### config.mk
export PLATFORM = sky130hd
export DESIGN_NAME = cbus_axi_bridge_flat
export DESIGN_NICKNAME = d
export VERILOG_FILES = /design/src/rtl/cbus_axi_bridge_if.sv /design/src/rtl/cbus_axi_bridge.sv /design/src/flat_wrapper.sv
export SDC_FILE = /design/constraint.sdc
export NUM_CORES = 1
export LEC_CHECK = 0
export ABC_AREA = 1
export ABC_CLOCK_PERIOD_IN_PS = 1550
export CAP_MARGIN = 20
export CORE_AREA = 3 3 120 122
export CTS_CLUSTER_DIAMETER = 60
export CTS_CLUSTER_SIZE = 8
export DETAILED_ROUTE_END_ITERATION = 10
export DIE_AREA = 0 0 123 125
export GPL_TIMING_DRIVEN = 0
export SYNTH_ARGS = -nofsm -noshare
export SYNTH_HDL_FRONTEND = slang
export SYNTH_SLANG_ARGS = --single-unit
export TNS_END_PERCENT = 30
### constraint.sdc
create_clock -name aclk -period 1.55 [get_ports aclk]
set_input_delay 0.3875 -clock aclk [delete_from_list [all_inputs] [get_ports aclk]]
set_output_delay 0.3875 -clock aclk [all_outputs]
set_load 0.02 [all_outputs]
### src/rtl/cbus_axi_bridge_if.sv
// cbus_axi_bridge_if: AXI3 AR/R/AW/W/B channel bundle between the bridge (master) and a slave
interface cbus_axi_bridge_if #(
  parameter int DATA_WIDTH = 32,
  parameter int LEN_WIDTH = 4,
  parameter int ID_WIDTH = 4
);
  logic [ID_WIDTH-1:0] arid, awid, wid, rid;
  logic [31:0] araddr, awaddr;
  logic [LEN_WIDTH-1:0] arlen, awlen;
  logic [2:0] arsize, awsize, arprot, awprot;
  logic [1:0] arburst, awburst, arlock, awlock, rresp, bresp;
  logic [3:0] arcache, awcache;
  logic arvalid, arready, awvalid, awready;
  logic [DATA_WIDTH-1:0] wdata, rdata;
  logic [DATA_WIDTH/8-1:0] wstrb;
  logic wlast, wvalid, wready, rlast, rvalid, rready, bvalid, bready;
  modport master(
    output arid, araddr, arlen, arsize, arburst, arlock, arcache, arprot, arvalid,
    input arready,
    input rid, rdata, rresp, rlast, rvalid,
    output rready,
    output awid, awaddr, awlen, awsize, awburst, awlock, awcache, awprot, awvalid,
    input awready,
    output wid, wdata, wstrb, wlast, wvalid,
    input wready,
    input bresp, bvalid,
    output bready
  );
  modport slave(
    input arid, araddr, arlen, arsize, arburst, arlock, arcache, arprot, arvalid,
    output arready,
    output rid, rdata, rresp, rlast, rvalid,
    input rready,
    input awid, awaddr, awlen, awsize, awburst, awlock, awcache, awprot, awvalid,
    output awready,
    input wid, wdata, wstrb, wlast, wvalid,
    output wready,
    output bresp, bvalid,
    input bready
  );
endinterface

### src/rtl/cbus_axi_bridge.sv
// cbus_axi_bridge: CBus-to-AXI3 master bridge, one transaction outstanding, per-beat CBus handshake.
// Define CBUS_AXI_RESP_ERR_EN to add the sticky resp_err output.
module cbus_axi_bridge #(
  parameter int DATA_WIDTH = 32,
  parameter int LEN_WIDTH = 4,
  parameter int ID_WIDTH = 4,
  parameter int AXI_ID = 0
) (
  input  logic aclk,
  input  logic aresetn,
  input  logic req_valid,
  input  logic req_is_write,
  input  logic [2:0] req_size,
  input  logic [31:0] req_addr,
  input  logic [LEN_WIDTH-1:0] req_len,
  input  logic [DATA_WIDTH/8-1:0] req_strobe,
  input  logic [DATA_WIDTH-1:0] req_data,
  output logic resp_okay,
  output logic resp_last,
  output logic [DATA_WIDTH-1:0] resp_data,
  output logic busy,
`ifdef CBUS_AXI_RESP_ERR_EN
  output logic resp_err,
`endif
  cbus_axi_bridge_if.master axi
);
  typedef enum logic [2:0] {IDLE, AR, R, AW, W, B} state_t;
  state_t state, state_nx;
  logic [LEN_WIDTH-1:0] cnt;
  logic unused_ok;
  always_ff @(posedge aclk or negedge aresetn)
    if (!aresetn) state <= IDLE;
    else state <= state_nx;
  always_ff @(posedge aclk or negedge aresetn)
    if (!aresetn) cnt <= '0;
    else if (state == AW) cnt <= '0;
    else if (axi.wvalid && axi.wready && !axi.wlast) cnt <= cnt + 1'b1;
  always_comb begin
    state_nx = state;
    case (state)
      IDLE: state_nx = req_valid ? (req_is_write ? AW : AR) : IDLE;
      AR: state_nx = axi.arready ? R : AR;
      R: state_nx = (axi.rvalid && axi.rlast) ? IDLE : R;
      AW: state_nx = axi.awready ? W : AW;
      W: state_nx = (axi.wready && axi.wlast) ? B : W;
      B: state_nx = axi.bvalid ? IDLE : B;
      default: state_nx = IDLE;
    endcase
  end
  always_comb begin
    axi.arid = ID_WIDTH'(AXI_ID);
    axi.awid = ID_WIDTH'(AXI_ID);
    axi.wid = ID_WIDTH'(AXI_ID);
    axi.araddr = req_addr;
    axi.awaddr = req_addr;
    axi.arlen = req_len;
    axi.awlen = req_len;
    axi.arsize = req_size;
    axi.awsize = req_size;
    axi.arburst = 2'b01;
    axi.awburst = 2'b01;
    axi.arlock = '0;
    axi.awlock = '0;
    axi.arcache = '0;
    axi.awcache = '0;
    axi.arprot = '0;
    axi.awprot = '0;
    axi.arvalid = state == AR;
    axi.rready = state == R;
    axi.awvalid = state == AW;
    axi.wvalid = state == W;
    axi.bready = state == B;
    axi.wdata = req_data;
    axi.wstrb = req_strobe;
    axi.wlast = (state == W) && (cnt == req_len);
    resp_okay = (axi.rready && axi.rvalid) || (axi.wvalid && axi.wready);
    resp_last = (axi.rready && axi.rvalid && axi.rlast) || (axi.wvalid && axi.wready && axi.wlast);
    resp_data = axi.rdata;
    busy = state != IDLE;
  end
`ifdef CBUS_AXI_RESP_ERR_EN
  always_ff @(posedge aclk or negedge aresetn)
    if (!aresetn) resp_err <= 1'b0;
    else if ((axi.rready && axi.rvalid && axi.rresp != 2'b00) || (axi.bready && axi.bvalid && axi.bresp != 2'b00)) resp_err <= 1'b1;
`endif
  assign unused_ok = ^{axi.rid, axi.rresp, axi.bresp};
  // CBus must keep the request up until its final beat has been acknowledged
  a_req_held: assert property (@(posedge aclk) disable iff (!aresetn) (state inside {AR, R, AW, W}) |-> req_valid);
endmodule
### src/flat_wrapper.sv
// flat-port wrapper written by rule: the top's interface ports become plain ports
module cbus_axi_bridge_flat 
#(
  parameter int DATA_WIDTH = 32,
  parameter int LEN_WIDTH = 4,
  parameter int ID_WIDTH = 4,
  parameter int AXI_ID = 0
)
  (aclk, aresetn, req_valid, req_is_write, req_size, req_addr, req_len, req_strobe, req_data, resp_okay, resp_last, resp_data, busy, axi_arid, axi_araddr, axi_arlen, axi_arsize, axi_arburst, axi_arlock, axi_arcache, axi_arprot, axi_arvalid, axi_arready, axi_rid, axi_rdata, axi_rresp, axi_rlast, axi_rvalid, axi_rready, axi_awid, axi_awaddr, axi_awlen, axi_awsize, axi_awburst, axi_awlock, axi_awcache, axi_awprot, axi_awvalid, axi_awready, axi_wid, axi_wdata, axi_wstrb, axi_wlast, axi_wvalid, axi_wready, axi_bresp, axi_bvalid, axi_bready);
  cbus_axi_bridge_if #(.DATA_WIDTH(DATA_WIDTH), .LEN_WIDTH(LEN_WIDTH), .ID_WIDTH(ID_WIDTH)) axi_i ();
  input  logic aclk;
  input  logic aresetn;
  input  logic req_valid;
  input  logic req_is_write;
  input  logic [2:0] req_size;
  input  logic [31:0] req_addr;
  input  logic [LEN_WIDTH-1:0] req_len;
  input  logic [DATA_WIDTH/8-1:0] req_strobe;
  input  logic [DATA_WIDTH-1:0] req_data;
  output logic resp_okay;
  output logic resp_last;
  output logic [DATA_WIDTH-1:0] resp_data;
  output logic busy;
  output wire logic [$bits(axi_i.arid)-1:0] axi_arid;
  output wire logic [$bits(axi_i.araddr)-1:0] axi_araddr;
  output wire logic [$bits(axi_i.arlen)-1:0] axi_arlen;
  output wire logic [$bits(axi_i.arsize)-1:0] axi_arsize;
  output wire logic [$bits(axi_i.arburst)-1:0] axi_arburst;
  output wire logic [$bits(axi_i.arlock)-1:0] axi_arlock;
  output wire logic [$bits(axi_i.arcache)-1:0] axi_arcache;
  output wire logic [$bits(axi_i.arprot)-1:0] axi_arprot;
  output wire logic [$bits(axi_i.arvalid)-1:0] axi_arvalid;
  input wire logic [$bits(axi_i.arready)-1:0] axi_arready;
  input wire logic [$bits(axi_i.rid)-1:0] axi_rid;
  input wire logic [$bits(axi_i.rdata)-1:0] axi_rdata;
  input wire logic [$bits(axi_i.rresp)-1:0] axi_rresp;
  input wire logic [$bits(axi_i.rlast)-1:0] axi_rlast;
  input wire logic [$bits(axi_i.rvalid)-1:0] axi_rvalid;
  output wire logic [$bits(axi_i.rready)-1:0] axi_rready;
  output wire logic [$bits(axi_i.awid)-1:0] axi_awid;
  output wire logic [$bits(axi_i.awaddr)-1:0] axi_awaddr;
  output wire logic [$bits(axi_i.awlen)-1:0] axi_awlen;
  output wire logic [$bits(axi_i.awsize)-1:0] axi_awsize;
  output wire logic [$bits(axi_i.awburst)-1:0] axi_awburst;
  output wire logic [$bits(axi_i.awlock)-1:0] axi_awlock;
  output wire logic [$bits(axi_i.awcache)-1:0] axi_awcache;
  output wire logic [$bits(axi_i.awprot)-1:0] axi_awprot;
  output wire logic [$bits(axi_i.awvalid)-1:0] axi_awvalid;
  input wire logic [$bits(axi_i.awready)-1:0] axi_awready;
  output wire logic [$bits(axi_i.wid)-1:0] axi_wid;
  output wire logic [$bits(axi_i.wdata)-1:0] axi_wdata;
  output wire logic [$bits(axi_i.wstrb)-1:0] axi_wstrb;
  output wire logic [$bits(axi_i.wlast)-1:0] axi_wlast;
  output wire logic [$bits(axi_i.wvalid)-1:0] axi_wvalid;
  input wire logic [$bits(axi_i.wready)-1:0] axi_wready;
  input wire logic [$bits(axi_i.bresp)-1:0] axi_bresp;
  input wire logic [$bits(axi_i.bvalid)-1:0] axi_bvalid;
  output wire logic [$bits(axi_i.bready)-1:0] axi_bready;
  assign axi_arid = axi_i.arid;
  assign axi_araddr = axi_i.araddr;
  assign axi_arlen = axi_i.arlen;
  assign axi_arsize = axi_i.arsize;
  assign axi_arburst = axi_i.arburst;
  assign axi_arlock = axi_i.arlock;
  assign axi_arcache = axi_i.arcache;
  assign axi_arprot = axi_i.arprot;
  assign axi_arvalid = axi_i.arvalid;
  assign axi_i.arready = axi_arready;
  assign axi_i.rid = axi_rid;
  assign axi_i.rdata = axi_rdata;
  assign axi_i.rresp = axi_rresp;
  assign axi_i.rlast = axi_rlast;
  assign axi_i.rvalid = axi_rvalid;
  assign axi_rready = axi_i.rready;
  assign axi_awid = axi_i.awid;
  assign axi_awaddr = axi_i.awaddr;
  assign axi_awlen = axi_i.awlen;
  assign axi_awsize = axi_i.awsize;
  assign axi_awburst = axi_i.awburst;
  assign axi_awlock = axi_i.awlock;
  assign axi_awcache = axi_i.awcache;
  assign axi_awprot = axi_i.awprot;
  assign axi_awvalid = axi_i.awvalid;
  assign axi_i.awready = axi_awready;
  assign axi_wid = axi_i.wid;
  assign axi_wdata = axi_i.wdata;
  assign axi_wstrb = axi_i.wstrb;
  assign axi_wlast = axi_i.wlast;
  assign axi_wvalid = axi_i.wvalid;
  assign axi_i.wready = axi_wready;
  assign axi_i.bresp = axi_bresp;
  assign axi_i.bvalid = axi_bvalid;
  assign axi_bready = axi_i.bready;
  cbus_axi_bridge #(.DATA_WIDTH(DATA_WIDTH), .LEN_WIDTH(LEN_WIDTH), .ID_WIDTH(ID_WIDTH), .AXI_ID(AXI_ID)) u_core (.aclk(aclk), .aresetn(aresetn), .req_valid(req_valid), .req_is_write(req_is_write), .req_size(req_size), .req_addr(req_addr), .req_len(req_len), .req_strobe(req_strobe), .req_data(req_data), .resp_okay(resp_okay), .resp_last(resp_last), .resp_data(resp_data), .busy(busy), .axi(axi_i));
endmodule
[Word level (Yosys, flattened, before mapping)]
Index checks and enable logic that the tools add are counted.
W data, S select, Z words.
Storage, ports and cells
  register bits: 7
  input bits: 125
  word-level logic and storage cells: 33
  output and inout port bits: 189
Operators by class
  multiplexer cells: 10
  reductions and logical operators: 14
  eq/ne operators: 6
  add/sub/neg operators: 1
Operators with widths (count)
  $pmux W3 S6: 1
  $mux W3: 3
  $logic_and A1 B1 Y1: 8
  $mux W4: 2
  $eq A3 B2 Y1 const B: 2
  $eq A3 B3 Y1 const B: 2
  $mux W2: 3
  $add A4 B1 Y4 const B: 1
  $eq A4 B4 Y1: 1
  $eq A3 B1 Y1 const B: 1
  $logic_not A3 Y1: 1
  $reduce_bool A3 Y1: 1
  $logic_or A1 B1 Y1: 2
  $reduce_bool A2 Y1: 1
  $logic_not A1 Y1: 1
  $mux W1: 1

[Logic depth before layout (Yosys ltp)]
Gate-level depths: netlist (run 1).
  depth after elaboration: 6
  depth in mapped cells: 8
  gate-level depth less buffers: 8

[Worst setup path before layout (run 1)]
No wires, ideal clock.
  path type: reg2out
  from: register u_core.state[1]
  to: output port resp_last
  buffers on the path: 0
  required time: 1.162 ns
  arrival: 1.272 ns
  slack: -0.109 ns
  cell stages (with the launch flop): 8
  cell sequence: dfrtp_1 > nor2_4 > nand2_4 > nor2_4 > nand3_4 > inv_2 > nand2_1 > nand2_1
Between the ends
  longest elaborated chain between the ends: 4
  elaborated cells between the ends (all ways): 8
  classes of those cells: 2 x eq/ne; 6 x reduce/logical
Ends and longest elaborated chain
  start, declared: line cbus_axi_bridge.sv:28  | state_t state, state_nx;
  start signal, assigned: line cbus_axi_bridge.sv:33  | else state <= state_nx;
  $eq A3 B3 Y1: line cbus_axi_bridge.sv:75  | axi.wlast = (state == W) && (cnt == req_len);
  $logic_and A1 B1 Y1: line cbus_axi_bridge.sv:75
  via axi_wlast: line flat_wrapper.sv:53  | output wire logic [$bits(axi_i.wlast)-1:0] axi_wlast;
  $logic_and A1 B1 Y1: line cbus_axi_bridge.sv:77  | resp_last = (axi.rready && axi.rvalid && axi.rlast) || (axi.wvalid && axi.wready && axi.wlast);
  $logic_or A1 B1 Y1: line cbus_axi_bridge.sv:77
  end, declared: line flat_wrapper.sv:21  | output logic resp_last;
The timed path passes the listed nets, and every way through them passes these cells.

[Final worst setup path (run 1)]
  from: register u_core.state[0]
  to: output port resp_last
Between the ends
  longest elaborated chain between the ends: 4
  elaborated cells between the ends (all ways): 8
  classes of those cells: 2 x eq/ne; 6 x reduce/logical
Ends and longest elaborated chain (line)
  $eq A3 B2 Y1 / $eq A3 B3 Y1 (equally long branches): cbus_axi_bridge.sv:69, cbus_axi_bridge.sv:71, cbus_axi_bridge.sv:75
  $logic_and A1 B1 Y1, on equally long branches: cbus_axi_bridge.sv:77, cbus_axi_bridge.sv:75
  $logic_and A1 B1 Y1: cbus_axi_bridge.sv:77
  $logic_or A1 B1 Y1 *: cbus_axi_bridge.sv:77
Every way passes the cells marked *; elsewhere a longest branch is shown, timed or not.

==> results of run 1 <==
synth_stat cells:
cell type    n
nor4_1       1
xnor2_1      1
nand4_1      5
nand2_1     24
xor2_1       1
nor3_1       2
nand3_4      1
nand3_2      1
nor2_2       2
dfrtp_1      7
nor2_1       1
a21oi_1      2
o21ai_1      1
nor3_2       1
inv_2        3
nand2_4      1
inv_1       13
nand3_1     10
nor2_4       2
buf_4      180
conb_1       2
nand2_2      2
ha_1         1
power by group:
group | internal (mW) | switching, mW
clock network | 0.342 | 0.0985
logic | 1.06 | 0.993
registers | 0.254 | 0.0889
total | 1.65 | 1.18
through the flow:
stage / hold WS, ps / instance area, sq um / TNS, ps / std cells
after floorplan: 91.9 / 2050 / 0 / 296
after global placement: 558 / 3960 / -8370 / 640
after detailed placement: 574 / 3960 / -8670 / 640
after CTS: 436 / 4060 / -908 / 650
after global routing: 444 / 4160 / -1280 / 661
final: 428 / 4160 / -817 / 662
kinds of logic (layout without fill, tap and decap cells):
group | count (synthesis) | in the layout | share of synthesized area
xor+xnor | 2 | 2 | 0.00909
buf+inv | 196 | 385 | 0.732
flops | 7 | 7 | 0.0909
fa+ha+maj | 1 | 1 | 0.00649
simple gates | 53 | 53 | 0.149
compound gates | 3 | 3 | 0.00779
other cells | 2 | 35 | 0.00390
repair_timing:
action,4_1_cts,5_1_grt
buffers inserted,6,11
endpoints found under the setup margin,17,13
gates resized for setup,67,17
hold endpoints to repair,0,0
pin swaps,3,2
hold buffers,0,0
layer usage:
metal | GRT usage | vias to the layer above
met3 | 0.0271 | 8
met4 | 0.0215 | 0
li1 | - | 1035
met2 | 0.165 | 169
met5 | 0 | -
met1 | 0.0774 | 901
state kept, by name, summed over array words and instances (netlist names):
name,flops
u_core.state,3
u_core.cnt,4
cell type report:
class,instances,area [sq um]
antenna,1,2.50
buffer,180,1350
clock buffer,4,78.8
fill,1406,9130
inverter,16,65.1
multi-input combinational,93,499
sequential,7,183
tap,176,220
timing repair buffer,185,1760
worst max-delay path by stage:
stage,startpoint,cells after the start,slack [ps],to
floorplan,u_core.state[1],7,8,resp_last
global placement,req_len[1],10,-1090,resp_last
detailed placement,req_len[0],10,-1100,resp_last
CTS,u_core.state[2],4,-230,axi_awvalid
global route,u_core.state[0],8,-300,resp_last
finish,u_core.state[0],8,-230,resp_last
critical path, stage by stage (launching register included):
cell	delay (ps)
dfrtp_2	430
nor2_4	150
nand2_4	80
nor2_4	100
nand3_4	90
inv_4	80
nand2_4	50
nand2_2	60
buf_6	120
==> results.txt, run 1 <==
Die width -> 123 um
Post-route clock period utilization -> 1.15
Synthesized area -> 1930 sq um
Synth unique cells -> 23
Drt pass-1 iters -> 4
Setup crit start kind -> flip-flop
Status -> finished with violations
Drt wl/cell -> 10.8 um
Vias in the first global route -> 2150
Seq cells post-synth -> 7
Core area -> 13300 sq um
WP data required -> 1160 ps
Max Cap Viol -> 0
Pwr Density -> 681 nW/um^2
Register area share after synthesis -> 0.0909
IO buf count -> 168
Worst Setup End Kind -> output pin
Vias per Instance -> 3.19
Post-synth top area cell -> buf_4
Most common cell after layout, fill and taps aside -> buf_4
Share of cells above drive strength 1 -> 0.501
Overall Global Routing Usage -> 0.0821
Congestion Overflow GR -> 0
Largest cells by area after synthesis -> buf_4 70%, dfrtp_1 9.1%, nand2_1 4.7%
Clk pin slew, worst setup/hold paths -> 40 ps
Maximum fanout along the worst path -> 3
Largest net degree at the start of global routing -> 10
F_max -> 0.562 GHz
Remaining antenna violation count -> 0
Tmin final -> 1780 ps
Clock Sinks -> 7
Utilization of the core after routing -> 0.313
Layout area overhead -> 116%
Average size of a mapped cell -> 7.30 sq um
RSZ-0062 raised after global routing -> yes
Final WL -> 7150 um
Total power draw -> 2.84 mW
Setup violators final -> 7
Top layer in use -> met4
Routed vias -> 2113
Die area -> 15400 sq um
Nets -> 612
Setup Crit Path Kind -> flip-flop to output pin
Post-DP HPWL -> 6490 um
Yosys Warn Count -> 0
Failing checks -> negative setup slack
Fin worst setup slack -> -229 ps
TritonCTS Buffers -> 3
R2R depth -> 8
Commonest non-fill, non-tap cells in the layout -> 206 x buf_4, 146 x clkdlybuf4s50_1, 34 x conb_1, 22 x nand2_1, 12 x inv_1
Worst skew pair latency -> 230 ps
First-pass GRT wire length -> 10300 um
WL met3 -> 925 um
Reg2Reg Capture Point -> u_core.cnt[2]
CTS tree -> done
Peak VDD IR -> 0.000332 V
Critical Path AT -> 1390 ps
Io pins -> 314
Max clock buf depth -> 2
Iter 0 DRT Violations -> 33
Synth Instances -> 264
Clock Skew -> 0.349 ps
Final count of pins violating max slew -> 0
Reg2Reg Setup Slack -> 120 ps
Root buffer cell -> clkbuf_16
Post-place setup slack -> -1100 ps
Initial antenna violation count -> 1
R2R Path Start -> u_core.state[0]
Met1 wire length -> 2170 um
Routability Congestion -> 0.685
Hold crit path type -> input pin to async pin
Initial core utilization -> 0.145
Die Y -> 125 um
DRC violations left -> 0
Cell row count -> 42
WL met2 -> 3950 um
Leakage -> 2.13 nW
Final Hold Viols -> 0
Clock H-tree levels -> 1
Post-synth top area share -> 0.701
Power figures use the tool's default switching activity.
==> inputs of run 2 (changes only) <==
--- a/config.mk
+++ b/config.mk
@@ -14,6 +14,7 @@
 export DETAILED_ROUTE_END_ITERATION = 10
 export DIE_AREA = 0 0 123 125
 export GPL_TIMING_DRIVEN = 0
+export REMOVE_ABC_BUFFERS = 1
 export SYNTH_ARGS = -nofsm -noshare
 export SYNTH_HDL_FRONTEND = slang
 export SYNTH_SLANG_ARGS = --single-unit
==> run 2 against run 1 <==
- the run still ends with negative setup slack left
- clock skew increased by 2.8 ps
- via count fell by 48%
- register-to-register slack is essentially flat
- combinational power down 44%
- utilization shrank 20 points
- clock power rose by 1%
- first-iteration DRC count up 67%
- setup slack worse by 0.63 ps
- sequential power decreased by 3%
- clock-buffer cell count stayed put
- design area down 65%
- sequential cell count did not move
- largest cell class is now multi-input combinational cells
==> results.txt, run 2 (same netlist as run 1, synthesis figures left out) <==
Status -> finished with violations
Failing checks -> negative setup slack
Fin worst setup slack -> -230 ps
Post-DP HPWL -> 15900 um
Vias per Instance -> 3.19
Routability Congestion -> 0.845
Share of cells above drive strength 1 -> 0.337
Clock H-tree levels -> 1
WP data required -> 1160 ps
Congestion Overflow GR -> 0
Max Cap Viol -> 0
Iter 0 DRT Violations -> 55
Nets -> 293
Fin cells -> 342
R2R Path Start -> u_core.state[1]
R2R depth -> 9
Drt pass-1 iters -> 2
Largest net degree at the start of global routing -> 9
Largest regs -> u_core.cnt: 4 flops, u_core.state: 3 flops
Clk pin slew, worst setup/hold paths -> 40 ps
Total power draw -> 1.92 mW
Routed vias -> 1092
Initial antenna violation count -> 0
Critical Path AT -> 1390 ps
Worst Setup SP -> u_core.state[1]
Setup Crit Path Kind -> flip-flop to output pin
CTS Hold Bufs -> 0
Max clock buf depth -> 2
Die Y -> 125 um
Utilization of the core after routing -> 0.109
First-pass GRT wire length -> 18500 um
Io pins -> 314
Initial core utilization -> 0.145
F_max -> 0.562 GHz
Post-route clock period utilization -> 1.15
Pwr Density -> 1320 nW/um^2
Tmin final -> 1780 ps
Core area -> 13300 sq um
Most common cell after layout, fill and taps aside -> conb_1
Worst skew pair latency -> 230 ps
Hold crit path type -> input pin to async pin
Peak VDD IR -> 0.000393 V
Cell count after placement -> 322
Crit path to -> axi_arvalid
Setup crit start kind -> flip-flop
Worst Setup End Kind -> output pin
Final Hold Viols -> 0
Remaining antenna violation count -> 0
Maximum fanout along the worst path -> 5
Cell row count -> 42
Final WL -> 16800 um
Drt wl/cell -> 49.2 um
IO buf count -> 30
Layout area overhead -> -24.5%
Vias in the first global route -> 1039
Reg2Reg Capture Point -> u_core.cnt[1]
Die area -> 15400 sq um
Most flops, register -> u_core.cnt
Clock Skew -> 3.17 ps
Clock Sinks -> 7
Setup violators final -> 6
Die width -> 123 um
DRC violations left -> 0
Final count of pins violating max slew -> 0
CTS tree -> done
Largest register FFs -> 4
Overall Global Routing Usage -> 0.209
RSZ-0062 raised after global routing -> yes
TritonCTS Buffers -> 3
Reg2Reg Setup Slack -> 110 ps
Leakage -> 0.718 nW
ANT cells -> 0
Commonest non-fill, non-tap cells in the layout -> 34 x conb_1, 21 x nand2_1, 16 x buf_4, 12 x inv_1
Root buffer cell -> clkbuf_16
==> run 2: metal layers <==
| metal | global-route usage | vias to the layer above | wire length [um] |
|---|---|---|---|
| li1 | - | 399 | - |
| met1 | 0.0651 | 440 | 1830 |
| met2 | 0.409 | 207 | 9470 |
| met3 | 0.221 | 44 | 3840 |
| met4 | 0.158 | 2 | 1610 |
| met5 | 0.0362 | - | 80 |
==> run 2: power by group <==
part | internal (mW) | switching, mW
Clock | 0.343 | 0.105
Sequential | 0.251 | 0.0814
Combinational | 0.477 | 0.666
Total | 1.07 | 0.852
==> run 2: critical path, stage by stage (launching register included) <==
cell and delay (ps):
dfrtp_2 420, buf_4 150, buf_12 130, nor3_2 260, buf_4 200
==> run 2: final cells by class <==
| type | count | area (sq um) |
|---|---|---|
| fill | 1545 | 11800 |
| clock buffer | 4 | 78.8 |
| multi-input combinational | 93 | 508 |
| inverter | 16 | 60.1 |
| timing repair buffer | 46 | 407 |
| sequential | 7 | 181 |
| tap | 176 | 220 |
==> run 2: metrics by stage <==
step / setup WS [ps] / cell area (sq um) / setup TNS (ps) / hold slack, ps
floorplan: -109 / 696 / -109 / 91.9
global placement: -1060 / 1220 / -7940 / 559
detailed placement: -1070 / 1220 / -8150 / 565
CTS: -203 / 1400 / -621 / 426
global route: -285 / 1460 / -1080 / 439
finish: -230 / 1460 / -844 / 425
==> run 2: what timing repair did <==
item,in CTS,in global routing
hold endpoints to repair,0,0
pin swaps,6,5
endpoints found under the setup margin,17,11
setup buffers,10,6
gates resized for setup,75,9
==> run 2: worst min path at each step <==
stage,start,endpoint,slack (ps),cells past startpoint
after floorplan,aresetn,u_core.cnt[0],90,0
after detailed placement,u_core.cnt[3],u_core.cnt[3],570,2
after global placement,u_core.cnt[3],u_core.cnt[3],560,2
after CTS,aresetn,u_core.cnt[3],430,1
after global routing,aresetn,u_core.cnt[3],440,1
final,aresetn,u_core.cnt[0],430,1
